File: src/rtl/seg7_scan_driver.sv
// Multiplexed 7-segment scanner with built-in refresh prescaler, per-frame data snapshot,
// per-digit decimal point and leading-zero blanking. Optional PWM dimming: SEG7_BRIGHTNESS_EN.
module seg7_scan_driver #(
   parameter int N_DIGITS    = 8,
   parameter int REFRESH_DIV = 100000
) (
   input  logic                  clock,
   input  logic                  reset,
   input  logic                  enable,
   input  logic [4*N_DIGITS-1:0] data_in,
   input  logic [N_DIGITS-1:0]   dp_in,
   input  logic                  blank_lz,
`ifdef SEG7_BRIGHTNESS_EN
   input  logic [3:0]            brightness,
`endif
   output logic [6:0]            segments,
   output logic                  dp,
   output logic [7:0]            anodos,
   output logic                  frame_start
);

   localparam int IDX_W = (N_DIGITS > 1) ? $clog2(N_DIGITS) : 1;
   localparam int PRE_W = $clog2(REFRESH_DIV);
   localparam logic [IDX_W-1:0] IDX_LAST = IDX_W'(N_DIGITS - 1);
   localparam logic [PRE_W-1:0] PRE_LAST = PRE_W'(REFRESH_DIV - 1);

   logic [PRE_W-1:0]      presc_q, presc_d;
   logic [IDX_W-1:0]      idx_q, idx_d;
   logic [4*N_DIGITS-1:0] shadow_data_q, shadow_data_d;
   logic [N_DIGITS-1:0]   shadow_dp_q, shadow_dp_d;
   logic [7:0]            anodos_q, anodos_d;
   logic [6:0]            segments_q, segments_d;
   logic                  dp_q, dp_d;
   logic                  frame_start_q, frame_start_d;

   logic [3:0]            nib [N_DIGITS];
   logic [N_DIGITS-1:0]   nz_from;
   logic [N_DIGITS-1:0]   lz_blank;

   // nz_from[i] is set when any nibble at position i or above is non-zero
   genvar gi;
   generate
      for (gi = 0; gi < N_DIGITS; gi++) begin : g_digit
         assign nib[gi] = shadow_data_q[4*gi +: 4];
         if (gi == N_DIGITS - 1) begin : g_top
            assign nz_from[gi] = |nib[gi];
         end else begin : g_mid
            assign nz_from[gi] = (|nib[gi]) | nz_from[gi+1];
         end
         if (gi == 0) begin : g_first
            assign lz_blank[gi] = 1'b0;
         end else begin : g_rest
            assign lz_blank[gi] = ~nz_from[gi];
         end
      end
   endgenerate

   function automatic logic [6:0] hex_font(input logic [3:0] v);
      case (v)
         4'h0: hex_font = 7'b0000001;
         4'h1: hex_font = 7'b1001111;
         4'h2: hex_font = 7'b0010010;
         4'h3: hex_font = 7'b0000110;
         4'h4: hex_font = 7'b1001100;
         4'h5: hex_font = 7'b0100100;
         4'h6: hex_font = 7'b0100000;
         4'h7: hex_font = 7'b0001111;
         4'h8: hex_font = 7'b0000000;
         4'h9: hex_font = 7'b0000100;
         4'hA: hex_font = 7'b0001000;
         4'hB: hex_font = 7'b1100000;
         4'hC: hex_font = 7'b0110001;
         4'hD: hex_font = 7'b1000010;
         4'hE: hex_font = 7'b0110000;
         default: hex_font = 7'b0111000;
      endcase
   endfunction

`ifdef SEG7_BRIGHTNESS_EN
   logic [3:0]  bright_q, bright_d;
   logic [31:0] duty_lim;
   logic        lit;
   assign duty_lim = ((32'(bright_q) + 32'd1) * 32'(REFRESH_DIV)) / 32'd16;
   assign lit      = 32'(presc_q) < duty_lim;
`endif

   // Scan sequencing and snapshot; the snapshot tracks the inputs while disabled
   always_comb begin
      presc_d       = presc_q;
      idx_d         = idx_q;
      shadow_data_d = shadow_data_q;
      shadow_dp_d   = shadow_dp_q;
      frame_start_d = 1'b0;
`ifdef SEG7_BRIGHTNESS_EN
      bright_d      = bright_q;
`endif
      if (!enable) begin
         presc_d       = '0;
         idx_d         = '0;
         shadow_data_d = data_in;
         shadow_dp_d   = dp_in;
`ifdef SEG7_BRIGHTNESS_EN
         bright_d      = brightness;
`endif
      end else if (presc_q == PRE_LAST) begin
         presc_d = '0;
         if (idx_q == IDX_LAST) begin
            idx_d         = '0;
            shadow_data_d = data_in;
            shadow_dp_d   = dp_in;
            frame_start_d = 1'b1;
`ifdef SEG7_BRIGHTNESS_EN
            bright_d      = brightness;
`endif
         end else begin
            idx_d = idx_q + 1'b1;
         end
      end else begin
         presc_d = presc_q + 1'b1;
      end
   end

   // Pin drive for the digit currently selected
   always_comb begin
      anodos_d   = 8'hFF;
      segments_d = 7'h7F;
      dp_d       = 1'b1;
      if (enable) begin
         anodos_d   = ~(8'd1 << idx_q);
         segments_d = (blank_lz && lz_blank[idx_q]) ? 7'h7F : hex_font(nib[idx_q]);
         dp_d       = ~shadow_dp_q[idx_q];
`ifdef SEG7_BRIGHTNESS_EN
         if (!lit) anodos_d = 8'hFF;
`endif
      end
   end

   always_ff @(posedge clock) begin
      if (reset) begin
         presc_q       <= '0;
         idx_q         <= '0;
         shadow_data_q <= '0;
         shadow_dp_q   <= '0;
         anodos_q      <= 8'hFF;
         segments_q    <= 7'h7F;
         dp_q          <= 1'b1;
         frame_start_q <= 1'b0;
`ifdef SEG7_BRIGHTNESS_EN
         bright_q      <= '0;
`endif
      end else begin
         presc_q       <= presc_d;
         idx_q         <= idx_d;
         shadow_data_q <= shadow_data_d;
         shadow_dp_q   <= shadow_dp_d;
         anodos_q      <= anodos_d;
         segments_q    <= segments_d;
         dp_q          <= dp_d;
         frame_start_q <= frame_start_d;
`ifdef SEG7_BRIGHTNESS_EN
         bright_q      <= bright_d;
`endif
      end
   end

   assign anodos      = anodos_q;
   assign segments    = segments_q;
   assign dp          = dp_q;
   assign frame_start = frame_start_q;

endmodule

File: config.mk
export PLATFORM = sky130hd
export DESIGN_NAME = seg7_scan_driver
export DESIGN_NICKNAME = d
export VERILOG_FILES = /design/src/rtl/seg7_scan_driver.sv
export SDC_FILE = /design/constraint.sdc
export NUM_CORES = 1
export LEC_CHECK = 0
export ABC_CLOCK_PERIOD_IN_PS = 3900
export CAP_MARGIN = 20
export CELL_PAD_IN_SITES_DETAIL_PLACEMENT = 0
export CELL_PAD_IN_SITES_GLOBAL_PLACEMENT = 1
export CORE_MARGIN = 5
export CORE_UTILIZATION = 45
export CTS_BUF_LIST = sky130_fd_sc_hd__clkbuf_16
export DETAILED_ROUTE_END_ITERATION = 7
export DONT_BUFFER_PORTS = 1
export MAX_ROUTING_LAYER = met4
export PLACE_DENSITY = 0.82
export SYNTH_ARGS = -nofsm -noshare
export SYNTH_HDL_FRONTEND = slang
export SYNTH_SLANG_ARGS = --single-unit
File: constraint.sdc
create_clock -name clock -period 3.9 [get_ports clock]
set_clock_uncertainty 0.1 [all_clocks]
set_input_delay 0.195 -clock clock [delete_from_list [all_inputs] [get_ports clock]]
set_output_delay 0.195 -clock clock [all_outputs]
set_load 0.03 [all_outputs]
==> impl_metrics.ini <==
[grt]
grtUsageTotal_pct = 16.5
grt_overflow = 0
grt_max_degree = 43
grt_pass1_vias = 2566
antenna_found_initial = 0
grt_pass1_wl_um = 12300

[routing]
wl_per_cell_um = 15.5
viasPerCell = 5.23
vias = 2527
drt_iter0_drc = 111
drcViolationCount = 0
routed_wl_um = 7470
drtAntennaViolNets = 0
first_pass_iters = 4

[yosys]
yosysSeqAreaShare_pct = 44.3
synth_top_area_share_pct = 44.3
syn_area_per_cell_um2 = 10.3
netlist_top_cells_count = dfxtp_1, nor2_1, mux2i_1, nand2_1, ha_1
synth-seq-cells = 77
yosysUniqueCellTypes = 45
ys_warn_count = 0
postSynthNetCount = 395
async_reset_ff_share_pct = 0
synth_most_common_cell = dfxtp_1
ys.flop_type = dfxtp_1
post-synth-top-area-cell = dfxtp_1
syn_area_um2 = 3480
synthCells = 338
synthTopCellsByArea = dfxtp_1, mux2i_1, nor2_1
synth_enable_flop_cells = 0

[floorplan]
die_h_um = 98.0
start_util_pct = 45.5
die_x_um = 98.0
num_rows = 32
ios = 61
die_area_um2 = 9600
placeableCoreArea_um2 = 7650

[sta]
report.final.slew_viol_count = 0
setup_violations = 0
slew_headroom_pct = 28.1
fin_crit_sh_pct = 82.0
hold_viol = 0
post-route-min-period_ns = 3.20
tightest_slew_ns = 1.07
fin_setup_tns_ns = 0
rsz0062_at_grt = no
fmax_mhz = 313

[setup_path]
worstPathRequired_ns = 4.02
worstPathMaxFanout = 41
worstSetupEndpointType = flip-flop
rr_endpoint = shadow_data_q[31]
r2r_setup_slack_ns = 0.70
crit_arrival_ns = 3.32
r2r_cells = 8
rr_startpoint = idx_q[0]
start_kind = flip-flop
crit_type = reg -> reg

[power_and_ir_drop]
p_leak_nw = 1.71
irDropWorstVdd_mv = 0.244
powerDensity_nw_per_um2 = 425

[clock_tree]
cts_tree = yes
htreeDepth = 3
clock_sinks = 77
cts_buffers = 9
cts.clk_slew.worst_paths_ns = 0.06
cts-root-buf = clkbuf_16
clk_latency_ns = 0.33
clk_path_buf_depth = 2

[placement]
hpwl_um = 5130
gp_congestion = 0.752
io_buffers = 0
place_inst = 426

[worst_hold_path]
hold_start = enable
hold_path_depth = 2
worstHoldEndpoint = idx_q[1]
min_path_type = in -> reg

[flow_run]
cap_viol_max_count = 0

[run_status]
outcome = finished clean

[cells_and_area]
fillCellCount = 649
drive_gt1_share_pct = 7.09
finalNonFillerCells = 483
syn_to_final_growth_pct = 20.8
diodes = 0
layout.nets = 433
==> metrics by stage <==
stage | setup slack, ns | hold slack [ns] | util [%] | instance area (um^2) | power, mW
6_report | 0.703 | 0.0539 | 55.0 | 4210 | 1.79
5_1_grt | 0.536 | 0.0610 | 55.0 | 4210 | 1.87
4_1_cts | 0.689 | 0.0545 | 55.0 | 4210 | 1.81
3_5_place_dp | 1.01 | 0.175 | 45.8 | 3500 | 0.976
3_3_place_gp | 1.09 | 0.172 | 45.8 | 3500 | 0.973
2_1_floorplan | 1.71 | 0.242 | - | 3480 | 0.961
==> report_power, final <==
group	internal (mW)	switching, mW
Sequential	0.819	0.0338
Combinational	0.0809	0.0689
Clock	0.486	0.301
Total	1.39	0.404
==> registers in the layout (all words and copies together) (netlist names) <==
signal / cells
idx_q: 3
shadow_data_q: 32
segments: 7
shadow_dp_q: 8
dp: 1
frame_start: 1
presc_q: 17
anodos: 8
==> repair_timing <==
item	CTS	global route
endpoints found under the hold margin	42	0
setup buffers	0	0
hold buffers	41	0
resized for setup	0	0
==> layout by cell type, fill, tap and decap left out, drive strengths merged, types with 2 or more instances in the layout <==
| cell type | Yosys | layout |
|---|---|---|
| dfxtp | 77 | 77 |
| nor2 | 67 | 67 |
| mux2i | 44 | 44 |
| dlygate4sd3 | 0 | 40 |
| nand2 | 25 | 25 |
| ha | 13 | 13 |
| inv | 9 | 12 |
| mux4 | 10 | 10 |
| clkbuf | 7 | 9 |
| nand3 | 8 | 8 |
| xor2 | 8 | 8 |
| xnor2 | 8 | 8 |
| a21oi | 7 | 7 |
| nor4 | 5 | 5 |
| o221ai | 4 | 4 |
| nor3 | 4 | 4 |
| o21ai | 4 | 4 |
| clkinv | 1 | 4 |
| nand2b | 3 | 3 |
| or4 | 3 | 3 |
| nand4 | 3 | 3 |
| o22ai | 2 | 2 |
| and3 | 2 | 2 |
| or2 | 2 | 2 |
| a211oi | 2 | 2 |
| o31ai | 2 | 2 |
| buf | 8 | 2 |
==> critical path, stage by stage (launching register included) <==
cell and delay (ns):
dfxtp_1 0.79, ha_1 0.29, ha_1 0.17, inv_1 0.07, o31ai_4 0.23, buf_4 0.56
mux2i_1 0.25, nor2_1 0.06, dlygate4sd3_1 0.55
==> per-layer routing <==
metal  wire length [um]  up-vias  global-route usage [%]
met3                309       12                    4.21
met4                120        0                    6.39
li1                   -     1255                       -
met2               3700       59                    26.7
met1               3340     1201                    19.6
met5                  0        -                       -
==> worst max path at each step <==
stage / startpoint / end / slack, ns
finish: idx_q[0] / shadow_data_q[31] / 0.70
global route: idx_q[0] / shadow_data_q[31] / 0.54
CTS: idx_q[0] / shadow_data_q[31] / 0.69
detailed placement: idx_q[0] / segments[6] / 1.01
global placement: idx_q[0] / segments[6] / 1.09
floorplan: idx_q[0] / segments[1] / 1.71
==> cell type report <==
type                    instances  area, um^2  share of cell area [%]
inverters                      10        42.5                    1.01
flip-flops and latches         77        1540                    36.6
multi-input cells             236        1780                    42.4
clock buffers                   9         225                    5.35
clock inverters                 7        57.6                    1.37
well taps                     102         128                    3.03
repair buffers                 42         428                    10.2
==> cells by family (layout without fill, tap and decap cells) <==
| kind of cell | after synthesis | in the layout | share of synthesized area [%] |
|---|---|---|---|
| simple gates | 127 | 127 | 16.6 |
| buf+inv | 25 | 68 | 4.53 |
| mux | 55 | 55 | 20.8 |
| fa+ha+maj | 14 | 14 | 4.99 |
| compound gates | 24 | 24 | 4.88 |
| xor+xnor | 16 | 16 | 4.02 |
| flops | 77 | 77 | 44.3 |
(Power assumes the default switching activity.)
